## config.mk

```make
export PLATFORM = sky130hd
export DESIGN_NAME = seq_recorder
export DESIGN_NICKNAME = d
export VERILOG_FILES = /design/src/rtl/kros_pkg.sv /design/src/rtl/pb_debounce.sv /design/src/rtl/seq_recorder.sv
export SDC_FILE = /design/constraint.sdc
export NUM_CORES = 1
export LEC_CHECK = 0
export CAP_MARGIN = 10
export CORE_ASPECT_RATIO = 1.4
export CORE_MARGIN = 1.5
export CORE_UTILIZATION = 50
export DETAILED_ROUTE_END_ITERATION = 10
export PLACE_DENSITY = 0.82
export SETUP_SLACK_MARGIN = 0.1
export SYNTH_ARGS = -nofsm -noshare
export SYNTH_HDL_FRONTEND = slang
export SYNTH_SLANG_ARGS = --single-unit
```

## constraint.sdc

```tcl
create_clock -name CLK_50 -period 2 [get_ports CLK_50]
set_input_delay 0.3 -clock CLK_50 [delete_from_list [all_inputs] [get_ports CLK_50]]
set_output_delay 0.3 -clock CLK_50 [all_outputs]
set_load 0.02 [all_outputs]
```

## src/rtl/kros_pkg.sv

```systemverilog
// kros_pkg: shared widths and recorder state encoding for the KROS sequencer blocks.
package kros_pkg;
   localparam int SEQ_W = 6;
   localparam int STEP_W = 4;
   localparam int DATA_W = 10;
   localparam int ADDR_W = SEQ_W + STEP_W;
   typedef enum logic [1:0] {IDLE, WRITE, ADV, CLEAR} state_t;
endpackage

```

## src/rtl/pb_debounce.sv

```systemverilog
// pb_debounce: synchronises an active-low pushbutton and emits one pulse per debounced press.
module pb_debounce #(
   parameter int CYCLES = 4
) (
   input  logic clk,
   input  logic rst_n,
   input  logic pb,
   output logic pulse
);
   localparam int CW = CYCLES > 1 ? $clog2(CYCLES) : 1;
   logic [1:0] sync;
   logic level;
   logic [CW-1:0] cnt;
   always_ff @(posedge clk or negedge rst_n) begin
      if (!rst_n) begin
         sync <= 2'b11;
         level <= 1'b1;
         cnt <= '0;
         pulse <= 1'b0;
      end else begin
         sync <= {sync[0], pb};
         pulse <= 1'b0;
         // Any return to the accepted level restarts the stability window.
         if (sync[1] == level) cnt <= '0;
         else if (cnt == CW'(CYCLES - 1)) begin
            level <= sync[1];
            cnt <= '0;
            pulse <= level;
         end else cnt <= cnt + 1'b1;
      end
   end
endmodule

```

## src/rtl/seq_recorder.sv

```systemverilog
// seq_recorder: debounced store/clear buttons drive writes of SW patterns into
// port A of the sequence RAM at {seq_num, step}.
module seq_recorder
   import kros_pkg::*;
#(
   parameter int DEBOUNCE_CYCLES = 1_000_000,
   parameter int STEP_W = kros_pkg::STEP_W,
   parameter int DATA_W = kros_pkg::DATA_W
) (
   input  logic                       CLK_50,
   input  logic                       reset,
   input  logic [DATA_W-1:0]          SW,
   input  logic                       pb_store,
   input  logic                       pb_clear,
   input  logic [SEQ_W-1:0]           seq_num,
   output logic [SEQ_W+STEP_W-1:0]    address_a,
   output logic [DATA_W-1:0]          data_a,
   output logic                       wren_a,
   output logic [STEP_W-1:0]          step_num,
   output logic                       busy
);
   state_t state, state_n;
   logic [SEQ_W-1:0] seq_lat, seq_lat_n;
   logic [DATA_W-1:0] sw_lat, sw_lat_n;
   logic [STEP_W-1:0] clr_idx, clr_idx_n, step_n;
   logic store_p, clear_p;

   pb_debounce #(.CYCLES(DEBOUNCE_CYCLES)) u_store (.clk(CLK_50), .rst_n(reset), .pb(pb_store), .pulse(store_p));
   pb_debounce #(.CYCLES(DEBOUNCE_CYCLES)) u_clear (.clk(CLK_50), .rst_n(reset), .pb(pb_clear), .pulse(clear_p));

   always_comb begin
      state_n = state;
      seq_lat_n = seq_lat;
      sw_lat_n = sw_lat;
      clr_idx_n = clr_idx;
      step_n = step_num;
      case (state)
         IDLE: begin
            // Tracking seq_num while idle restarts editing at step 0 on any change.
            step_n = (seq_num != seq_lat) ? '0 : step_num;
            seq_lat_n = seq_num;
            if (clear_p) begin
               state_n = CLEAR;
               clr_idx_n = '0;
            end else if (store_p) begin
               state_n = WRITE;
               sw_lat_n = SW;
            end
         end
         WRITE: state_n = ADV;
         ADV: begin
            step_n = step_num + 1'b1;
            state_n = IDLE;
         end
         CLEAR: begin
            clr_idx_n = clr_idx + 1'b1;
            if (&clr_idx) begin
               step_n = '0;
               state_n = IDLE;
            end
         end
         default: state_n = IDLE;
      endcase
   end

   always_ff @(posedge CLK_50 or negedge reset) begin
      if (!reset) begin
         state <= IDLE;
         seq_lat <= '0;
         sw_lat <= '0;
         clr_idx <= '0;
         step_num <= '0;
         wren_a <= 1'b0;
         address_a <= '0;
         data_a <= '0;
         busy <= 1'b0;
      end else begin
         state <= state_n;
         seq_lat <= seq_lat_n;
         sw_lat <= sw_lat_n;
         clr_idx <= clr_idx_n;
         step_num <= step_n;
         wren_a <= (state_n == WRITE) || (state_n == CLEAR);
         busy <= state_n != IDLE;
         if (state_n == WRITE) begin
            address_a <= {seq_lat_n, step_n};
            data_a <= sw_lat_n;
         end else if (state_n == CLEAR) begin
            address_a <= {seq_lat_n, clr_idx_n};
            data_a <= '0;
         end
      end
   end
endmodule

```

## Yosys cells after proc, flatten, opt, wreduce, memory -nomap -nowiden

Cells that the tools add are included.
W data, S select, Z words.

- Output and inout bits: 26
- Input port bits: 20
- Register bits: 96
- Logic and storage cells: 65

- Reductions and logical operators: 7
- Eq/ne operators: 10
- Mux-type cells: 25
- Add/subtract/negate cells: 4
- Bitwise logic cells: 2

Operators with widths:

| operator | number |
|---|---|
| $mux W20 | 4 |
| $mux W10 | 7 |
| $add A20 B1 Y20 const B | 2 |
| $eq A20 B20 Y1 const B | 2 |
| $mux W4 | 3 |
| $pmux W4 S3 | 1 |
| $add A4 B1 Y4 const B | 2 |
| $pmux W2 S4 | 1 |
| $pmux W4 S2 | 1 |
| $eq A2 B2 Y1 const B | 3 |
| $mux W2 | 3 |
| $mux W6 | 1 |
| $ne A6 B6 Y1 | 1 |
| $eq A2 B1 Y1 const B | 2 |
| $mux W1 | 4 |
| $reduce_and A2 Y1 | 2 |
| $reduce_and A4 Y1 | 1 |
| $reduce_bool A2 Y1 | 2 |
| $eq A1 B1 Y1 | 2 |
| $logic_not A2 Y1 | 1 |
| $not A1 Y1 | 2 |
| $logic_or A1 B1 Y1 | 1 |

## Depth between registers and ports, before layout

Gate-level depths: netlist of run 1.

- Word-level depth: 6
- Mapped depth: 10
- Mapped depth without buffers: 7

## Cells and area by module

A second synthesis of run 1 with hierarchy kept.

- Cell total of the unflattened synthesis: 393
- Area, all modules: 4,429.2 um2

Modules (own cells, without submodules):

| module | cells an instance | seq. area each (um2) | instances | area an instance (um2) |
|---|---|---|---|---|
| pb_debounce | 116 | 604.3 | 2 | 1,139.8 |
| seq_recorder | 161 | 1,176.1 | 1 | 2,149.6 |

## Worst setup path before layout of run 1

OpenSTA, ideal clock, no wires.

- Path type: register to register
- Start point: register state[0]
- End point: register address_a[1]
- Stages on the path, launching flop included: 11
- Arrival time: 1.813 ns
- Path buffers: 3
- Setup slack: 0.061 ns
- Period minus slack after synthesis: 1.939 ns
- Required time: 1.874 ns
- Library setup time: 0.126 ns
- Cells stage by stage: dfrtp_1 inv_1 ha_1 buf_2 o31ai_1 and2_1 buf_2 inv_2 buf_2 and3_1 a221o_1

- Cells in the longest elaborated chain, start to end: 5
- Elaborated cells on any way between the ends: 15
- Classes of those cells: 5 x eq/ne; 8 x mux; 2 x reduce/logical

Ends and longest elaborated chain:

| element | line | source |
|---|---|---|
| start: declaration | seq_recorder.sv:22 | `state_t state, state_n;` |
| start signal: assignment | seq_recorder.sv:78 | `state <= state_n;` |
| $mux W2 | seq_recorder.sv:45 | `end else if (store_p) begin` |
| $mux W2 | seq_recorder.sv:42 | `if (clear_p) begin` |
| $pmux W2 S4 * | seq_recorder.sv:37 | `case (state)` |
| via state_n[0] | seq_recorder.sv:22 |  |
| $eq A2 B1 Y1 or $eq A2 B2 Y1 (tied branches) | seq_recorder.sv:85, seq_recorder.sv:88 |  |
| $mux W10 or $reduce_bool A2 Y1 (tied branches) | -- |  |
| end signal: assignment | seq_recorder.sv:86 | `address_a <= {seq_lat_n, step_n};` |
| end signal: assignment | seq_recorder.sv:89 | `address_a <= {seq_lat_n, clr_idx_n};` |
| end: declaration | seq_recorder.sv:16 | `output logic [SEQ_W+STEP_W-1:0] address_a,` |

The timed path passes the listed nets; every way through them passes the cells marked *. The select of a mux whose other input is x is not followed.
A chain may end at the register's enable or synchronous reset.

## Worst setup path in the final report of run 1

- Start point: register state[0]
- End point: register address_a[0]

- Elaborated cells on any way between the ends: 15
- Classes of those cells: 5 x eq/ne; 8 x mux; 2 x reduce/logical

RTL lines:

| element | line | source |
|---|---|---|
| $eq A2 B2 Y1 or $logic_not A2 Y1 (tied branches) | seq_recorder.sv:37 |  |
| $pmux W4 S2 * | seq_recorder.sv:37 |  |
| via clr_idx_n[0] | seq_recorder.sv:25 | `logic [STEP_W-1:0] clr_idx, clr_idx_n, step_n;` |
| $mux W10 * | seq_recorder.sv:88 | `end else if (state_n == CLEAR) begin` |
| $mux W10 * | seq_recorder.sv:85 | `if (state_n == WRITE) begin` |

Marked as above.

==> results.tsv, run 1 <==
metric	value	unit
coreArea	8510	um^2
met3_length	288	um
whs_path_depth	0	
pwr_density_cell	741	nW/um^2
yosysWarnings	0	
cts.htree.levels	3	
root_buffer	clkbuf_16	
wl_met1	3.58	mm
synth_area_per_cell	11.4	um^2
grt_pass1_wl	14.2	mm
dp_cells	536	
wire_per_inst	15.2	um
path_max_fanout	4	
synth_flop_cell	dfrtp_1	
crit_path_end_kind	flop	
yosysUniqueCellTypes	51	
r2r_cells	7	
critPathKind	flop to flop	
numCtsBuffers	9	
dp_hpwl	5.73	mm
setup_tns	0	ns
antenna_cells	0	
final_cells	555	
hold_viol_final	0	
tritoncts	built	
clock_skew	0.00582	ns
start_kind	flop	
max_freq	537	MHz
clk_transition_reported_paths	0.06	ns
arrival	2.09	ns
clockBufferDepth	2	
dr.pass1.iters	4	
fin_nets	473	
crit_buf_inv	1	
syn2layout_area_growth	23.6	%
syn_inst	380	
crit_slowest_cell	dfrtp_1	
yosys_register_bits	96	
critPathTopFamily	simple AND/OR/NAND/NOR gates	
whs_endpoint	u_store.sync[1]	
grt_pass1_vias	3114	
synth-edff-count	0	
worst_pin_slew	0.496	ns
place.gp.congestion	0.798	
synth_nets	408	
slowest_delay	0.41	ns
finalSetupViolations	0	
regToRegStartpoint	state[0]	
worstReg2RegEnd	address_a[0]	
hp-class	flop to flop	
cp_cell_sequence	inv_2 -> ha_1 -> nor2b_4 -> or2_4 -> mux2_2 -> and3_1 -> a221o_1	
p_total	3970	uW
status	complete, no violations	
clock_sinks	96	
fin_crit_sh	0.932	
wl_met2	4.38	mm
rsz0062_at_grt	true	
grt_max_degree	47	
rows	40	
async_reset_ff_frac	1.00	
p_leak	0.00240	uW
start_util	0.510	
boundaryPins	46	
holdCritStartpoint	u_store.sync[0]	
dieArea	9250	um^2
vias	3004	
fin_area	5360	um^2
drtIter0Drc	142	
ys_seq_area_frac	0.556	
slew_headroom	0.669	
crit_required	2.22	ns
post_route_cells_drive_above_1_share	0.209	
die_w	81.7	um
fin_crit	1.86	ns
cap_violations	0	
ir_drop	0.455	mV
finalWirelength	8.43	mm
port_buffers	45	
antenna_found_initial	0	
finalCoreUtilization	0.630	
chipHeight	113	um
crit_start	state[0]	
clkLatencyLatePin	0.34	ns
top_layer	met4	
viasPerCell	5.41	
antenna_left	0	
slew_violations	0	
dpl_cell_area	4980	um^2
drc_errors	0	
grtUsageTotal	0.199	
grt-ovfl-total	0	
synth_area	4340	um^2
rrSetupSlack	0.14	ns
[cell usage in the layout, fill, tap and decap left out, types with 3 or more instances in the layout]
master and n:
nor2b_1 4, nand3_1 31, inv_1 5, ha_1 8, nor2_1 34, mux2_2 25, buf_4 16, xnor2_1 21
a22o_1 5, and3_1 11, nor4_1 3, a21oi_1 3, and2_1 3, nor2_2 11, a221o_1 3, nand4_1 9
nor3_1 5, nand2_1 27, xor2_1 23, o21ai_0 9, dfrtp_1 90, clkdlybuf4s50_1 44, clkbuf_16 9, dfstp_2 6
[worst reg2reg max path, stage by stage, from the launching register on]
cell and delay (ns):
dfrtp_1 0.41, inv_2 0.06, ha_1 0.21, nor2b_4 0.14, or2_4 0.27, mux2_2 0.28, and3_1 0.14, a221o_1 0.25
[state kept, by name, summed over array words and instances, names as in the netlist, 2 cells and up]
name and flops:
u_store.cnt 20, u_clear.cnt 20, seq_lat 6, state 2, data_a 10, step_num 4, address_a 10, clr_idx 4
u_clear.sync 2, u_store.sync 2, sw_lat 10
[worst max-delay path by stage]
stage                        end  cells after the start  slack [ns]
global placement    address_a[0]                      6         0.1
detailed placement  address_a[0]                      6        0.06
finish              address_a[0]                      7        0.14
floorplan           address_a[1]                     10        0.11
CTS                 address_a[0]                      7        0.11
global route        address_a[0]                      7        0.07
[kinds of logic after synthesis]
family / synth area share
mux: 0.0733
simple gates: 0.194
xor+xnor: 0.0889
flops: 0.556
fa+ha+maj: 0.0231
buf+inv: 0.0193
compound gates: 0.0462
[what timing repair did]
item,4_1_cts,5_1_grt
pin swaps,0,3
resized for setup,4,7
hold buffers,1,0
endpoints found under the setup margin,27,30
endpoints found under the hold margin,37,0
setup buffers,0,2
[area by class of cell]
class                   count  area [um^2]
repair buffers             62          591
clock inverters             7         93.8
flip-flops and latches     96         2410
clock buffers               9          225
fillers                   640         3150
multi-input cells         269         1880
inverters                   7         26.3
well taps                 105          131
[layer usage]
layer,vias up,GRT usage
met5,-,0
met4,0,0.0723
met3,18,0.0460
met2,62,0.342
met1,1480,0.241
li1,1444,-
[synthesized netlist by cell type (3+ instances only)]
cell / instances / area [um^2]
buf_2: 3 / 15.0
nor2b_1: 5 / 31.3
dfstp_2: 6 / 158
a21oi_1: 3 / 15.0
nor2_2: 10 / 62.6
a22o_1: 5 / 43.8
o21ai_0: 10 / 50.1
xor2_1: 23 / 201
inv_1: 6 / 22.5
mux2_2: 25 / 282
nand2_1: 28 / 105
and2_1: 3 / 18.8
xnor2_1: 21 / 184
and3_1: 11 / 68.8
nor4_1: 4 / 25.0
nor3_1: 5 / 25.0
a221o_1: 3 / 30.0
nand4_1: 9 / 56.3
nor2_1: 35 / 131
nand3_1: 31 / 155
clkbuf_1: 3 / 11.3
ha_1: 8 / 100
dfrtp_1: 90 / 2250
[power by group]
part / switching [uW] / internal [uW]
clock network: 719 / 1090
logic: 87.4 / 77.3
registers: 19.7 / 1980
total: 826 / 3150
[metrics by stage]
step | hold slack [ns] | setup slack, ns
4_1_cts | 0.356 | 0.108
5_1_grt | 0.358 | 0.0684
6_report | 0.355 | 0.137
3_5_place_dp | 0.299 | 0.0615
2_1_floorplan | 0.00441 | 0.111
3_3_place_gp | 0.292 | 0.0952
Power figures use the tool's default switching activity.
==> inputs of run 2 (changes only) <==
CTS_CLUSTER_DIAMETER = 80   (was default)
==> results of run 2 <==
The final DEF is identical to that of run 1; final timing and power are the same.
==> inputs of run 3 (changes only) <==
HOLD_SLACK_MARGIN = 0.08   (was default)
==> results of run 3 <==
The final DEF is identical to that of run 1; final timing and power are the same.
==> RTL change 1 (flow settings as in run 1) <==
Set the package constant `SEQ_W` to 3 (it was 6).
--- a/src/rtl/kros_pkg.sv
+++ b/src/rtl/kros_pkg.sv
@@ -1,5 +1,5 @@
 // kros_pkg: shared widths and recorder state encoding for the KROS sequencer blocks.
 package kros_pkg;
-   localparam int SEQ_W = 6;
+   localparam int SEQ_W = 3;
    localparam int STEP_W = 4;
    localparam int DATA_W = 10;
Interface: changed (resized address_a and seq_num); port bits go from 46 to 40. No check against the original RTL was run, so the function may have changed too.
==> RTL change 1 against run 1 <==
  * Area after synthesis shrank 8.4%
  * Largest cell class unchanged
  * Sequential cell count shrank 6
  * Sequential power shrank 6%
  * Critical endpoint unchanged
  * Final cell count shrank 7.7%
  * Utilization shrank 1.2 points
  * Count of clock-buffer cells in the layout grew 1
  * Non-clock buffer count shrank 8
  * Die area shrank 8.1%
  * Sequential share of layout area grew 2.2 points
  * Worst setup slack gained 0.035 ns
  * Critical path type unchanged
  * Routed wire length shrank 18%
  * Power shrank 20%
  * Final area shrank 11%
==> RTL change 1: results (changes against run 1) <==
| Metric | Value |
|---|---|
| Ratio of cells with drive above 1 in the final layout | `17.0% (-3.9 points)` |
| Mapped Nets | `374 (-8.3%)` |
| First drt pass iteration count | `4 (unchanged)` |
| Root Driver | `clkbuf_8` |
| IR drop worst, VDD | `0.318 mV (-30%)` |
| # port buffers | `39 (-13%)` |
| Largest regs | `u_clear.cnt x20, u_store.cnt x20` |
| Worst Path Arrival | `2.07 ns (-0.02 ns)` |
| ANT cells | `0 (unchanged)` |
| Primary FF master, synth | `dfrtp_1` |
| Tot GR Track Use | `18.3% (-1.6 points)` |
| DR WL/cell | `13.5 um (-11%)` |
| # H-tree levels | `3 (unchanged)` |
| Clock-pin slew on the worst setup and hold paths | `0.08 ns (+0.02 ns)` |
| Leakage power | `2.11 nW (-12%)` |
| HPWL Detailed | `4.88 mm (-15%)` |
| Total CTS buffers | `9 (unchanged)` |
| First-pass GRT wire length | `12.2 mm (-14%)` |
| Layout Nets | `433 (-8.5%)` |
| Top post-synthesis cells by area | `dfrtp_1 (53%), xor2_1 (5.5%), mux2_2 (4.5%)` |
| Slowest stage delay, CP | `0.44 ns (+0.03 ns)` |
| Setup slack, reg-to-reg | `0.17 ns (+0.03 ns)` |
| Hold violation total from the final report | `0 (unchanged)` |
| Iter 0 DRT Violations | `88 (-38%)` |
| Largest net degree at the start of global routing | `62 (+32%)` |
| CP max-delay cell | `dfrtp_1` |
| Clock Latency Late Sink | `0.35 ns` |
| Fraction of registers with async set/reset | `100% (unchanged)` |
| Initial antenna violation count | `0 (unchanged)` |
| Vias in the first global route | `2847 (-8.6%)` |
| Clock Skews | `0.0106 ns (+0.00482 ns)` |
| P_int | `2.48 mW (-21%)` |
| Top Family by Delay on Critical Path | `simple AND/OR/NAND/NOR gates` |
| Register area share after synthesis | `56.9% (+1.3 points)` |
| Post-synthesis cell type count | `44 (-14%)` |
| Status | `complete, no violations` |
| Fillers | `598 (-6.6%)` |
| Worst slew margin | `69.4% (+2.5 points)` |
| Final RePlAce weighted congestion | `0.825 (+3.5%)` |
| List of most frequent post-synthesis cells | `dfrtp_1 (84), nor2_1 (47), nand2_1 (33)` |
| Critical Path Fanout Max | `5 (+1)` |
| Post-synthesis instance total | `349 (-8.2%)` |
| Detailed-route via count | `2743 (-8.7%)` |
| Yosys warnings | `0 (unchanged)` |
| Final Routed Wirelength | `6.90 mm (-18%)` |
| Longest Clk Path Bufs | `2 (unchanged)` |
| Post-Place Cells | `493 (-8.0%)` |
| Worst hold path type | `primary input to register` |
-- RTL change 1: cell count changes in the layout (fill, tap and decap cells not counted), sizes merged, moves of 4 or more --
cell	run 1	this run
mux2	27	16
o21ai	11	4
nand2	30	34
and4	1	5
clkdlybuf4s50	44	38
nand3	32	21
dfrtp	90	84
a22o	5	13
xnor2	21	16
-- RTL change 1: cell type report --
type | count | area, sq um | share of cell area (%)
clock inverter | 5 | 56.3 | 1.18
clock buffer | 10 | 128 | 2.66
tap | 100 | 125 | 2.61
multi-input combinational | 245 | 1660 | 34.7
sequential | 90 | 2260 | 47.2
inverter | 8 | 30.0 | 0.627
timing repair buffer | 54 | 528 | 11.0
-- RTL change 1: worst paths after layout --
check	startpoint	end	cells past startpoint
worst max register to register	state[1]	address_a[0]	7
min in group asynchronous	reset	step_num[2]	2
worst min-delay path	pb_store	u_store.sync[0]	1
worst min register to register	u_store.sync[0]	u_store.sync[1]	0
worst max-delay path	state[1]	address_a[0]	7
max in group asynchronous	reset	u_store.sync[0]	3
-- RTL change 1: logic make-up (layout without fill, tap and decap cells) --
kind of cell	after synthesis	after routing	synth area share (%)
xor gates and xnor gates	41	41	9.04
AOI/OAI and AO/OA	30	30	5.42
adders and majority gates	8	8	2.52
DFF	90	90	56.9
muxes	17	17	4.79
and+or+nand+nor	149	149	19.2
buffers and inverters	14	77	2.20
-- RTL change 1: per-stage QoR --
step           setup slack [ns]  hold WS [ns]  utilization, %  total power [mW]  instance area, sq um
2_1_floorplan             0.223       0.00441               -              1.96                  3970
3_3_place_gp              0.141         0.245            58.5              2.04                  4540
3_5_place_dp             0.0982         0.251            58.5              2.05                  4540
4_1_cts                   0.109         0.332            61.2              3.22                  4740
5_1_grt                   0.107         0.337            61.8              3.31                  4790
6_report                  0.171         0.352            61.8              3.17                  4790
-- RTL change 1: power by group through the flow --
stage                     logic (mW)  registers (mW)  clock network [mW]
final                          0.138            1.87                1.16
after global routing           0.158            1.87                1.28
after CTS                      0.143            1.87                1.21
after detailed placement       0.141            1.90                   0
after global placement         0.137            1.90                   0
after floorplan               0.0580            1.90                   0
-- RTL change 1: what timing repair did --
| item | CTS | global route |
|---|---|---|
| hold buffers | 1 | 0 |
| endpoints found under the hold margin | 29 | 0 |
| buffers inserted | 1 | 2 |
| gates resized for setup | 1 | 11 |
| endpoints found under the setup margin | 4 | 18 |
| cloned | 0 | 0 |
-- RTL change 1: per-layer routing --
layer	up-vias	GRT usage [%]	share of wire, %
met5	-	0	0
met4	0	9.57	2.2
met3	15	4.30	3.4
met2	50	32.5	53
met1	1355	20.2	41
li1	1323	-	-
==> RTL change 2 (flow settings as in run 1) <==
Without the edit above. The 4 states of `state_t` get a one-hot encoding in 4 bits.
--- a/src/rtl/kros_pkg.sv
+++ b/src/rtl/kros_pkg.sv
@@ -5,5 +5,5 @@
    localparam int DATA_W = 10;
    localparam int ADDR_W = SEQ_W + STEP_W;
-   typedef enum logic [1:0] {IDLE, WRITE, ADV, CLEAR} state_t;
+   typedef enum logic [3:0] {IDLE = 4'b0001, WRITE = 4'b0010, ADV = 4'b0100, CLEAR = 4'b1000} state_t;
 endpackage
 
Formal check against the unedited RTL: no difference found for any inputs over 10 cycles, from zero or initial values and one cycle with reset low; not proved beyond that.
==> RTL change 2 against run 1 <==
  * Area after synthesis decreased by 9.7%
  * Global-route usage is 2.1 points higher
  * Combinational power decreased by 10%
  * Sequential cell count shrank 8
  * Final area decreased by 7.1%
  * Sequential share of layout area is 0.50 points lower
  * Count of clock-buffer cells in the layout grew 4
  * Power down 17%
  * Die area is 9.4% lower
  * Routed wire length grew 0.11%
  * Critical path depth decreased by 1
  * Sequential power down 9%
  * Worst setup slack got worse by 0.11 ns
  * Critical endpoint is now address_a[3]
  * Largest cell class unchanged
  * Highest routed layer unchanged
==> RTL change 2: results (changes against run 1) <==
| Metric | Value |
|---|---|
| Clock Skews | `0.00854 ns (+0.00273 ns)` |
| Worst r2r src | `state[0]` |
| First-pass GRT wire length | `14.2 mm (about the same)` |
| Root Driver | `clkbuf_8` |
| Hold path endpoint | `u_clear.sync[0]` |
| Status | `complete, no violations` |
| Met3 wire len | `311 um (+8.0%)` |
| Layout Nets | `440 (-7.0%)` |
| Final RePlAce weighted congestion | `0.830 (+4.0%)` |
| Worst hold path type | `primary input to register` |
| Clock share of power | `40.5% (-5.1 points)` |
| Synth Area in Adders | `1.28% (-1.0 points)` |
| Slowest stage delay, CP | `0.57 ns (+0.16 ns)` |
| First drt pass iteration count | `5 (+1)` |
| XOR/XNOR Fraction of Synth Area | `10.1% (+1.2 points)` |
| Tot GR Track Use | `22.0% (+2.1 points)` |
| Critical Path Fanout Max | `5 (+1)` |
| Clock Latency Late Sink | `0.36 ns (+0.02 ns)` |
| Detailed-route via count | `2898 (-3.5%)` |
| Top Family by Delay on Critical Path | `compound AO/OA/AOI/OAI gates` |
| Fin Hold WS | `0.344 ns (-0.0114 ns)` |
| Vias in the first global route | `3022 (-3.0%)` |
| Hold Path Origin | `pb_clear` |
| Leakage power | `2.24 nW (-6.3%)` |
| Iter 0 DRT Violations | `146 (+2.8%)` |
| Clock-pin slew on the worst setup and hold paths | `0.08 ns (+0.02 ns)` |
| Number of synthesized register bits | `88 (-8.3%)` |
| Mapped Nets | `363 (-11%)` |
| Mux cell area share after synthesis | `5.15% (-2.2 points)` |
| Met2 wire len | `4.68 mm (+6.9%)` |
| NetSw | `0.693 mW (-16%)` |
-- RTL change 2: cell types whose count changed after synthesis, sizes merged, moves of 3 or more --
cell	change
nand2	-14
nand3	-13
mux2	-10
dfrtp	-9
a22o	+8
xor2	+6
nor4b	+5
o21ai	-5
xnor2	-5
ha	-4
nor2b	-4
and3b	+3
clkbuf	+3
-- RTL change 2: metal layers --
layer,track usage [%],vias to the layer above
li1,-,1341
met1,24.5,1461
met2,39.1,78
met3,5.17,18
met4,10.3,0
met5,0,-
-- RTL change 2: kinds of logic after synthesis --
logic type	count (synthesis)
flip-flops	88
AO/OA/AOI/OAI	31
buffers and inverters	17
multiplexers	18
AND/OR/NAND/NOR	136
XOR/XNOR	45
adder cells (fa/ha/maj)	4
-- RTL change 2: per-stage QoR --
step                area (sq um)  instances  power, mW  worst slack, ns  setup TNS, ns
floorplan                   3930        339       1.90          0.00937              0
global placement            4630        494       1.99           -0.140         -0.162
detailed placement          4630        494       1.99           -0.177         -0.664
CTS                         4920        518       3.33           0.0404              0
global route                4980        521       3.43          -0.0538        -0.0883
finish                      4980        521       3.31           0.0250              0
-- RTL change 2: worst register-to-register path, delay by kind of cell, from the launching register on --
family,cells,cell delay (ns)
buffers and inverters,1,0.18
muxes,1,0.27
DFF,1,0.57
and+or+nand+nor,2,0.23
AOI/OAI and AO/OA,2,0.62
-- RTL change 2: timing repair --
action	in CTS	in global routing
pin swaps	2	2
setup endpoints to repair	48	36
hold endpoints to repair	32	0
gates resized for setup	8	11
hold buffers	1	0
buffers inserted	7	3
gates cloned	0	0
-- RTL change 2: final cells by class --
type / instances / area (sq um)
fillers: 580 / 2670
flip-flops and latches: 88 / 2210
multi-input cells: 234 / 1680
repair buffers: 75 / 713
clock buffers: 13 / 149
well taps: 100 / 125
clock inverters: 3 / 65.1
inverters: 8 / 33.8
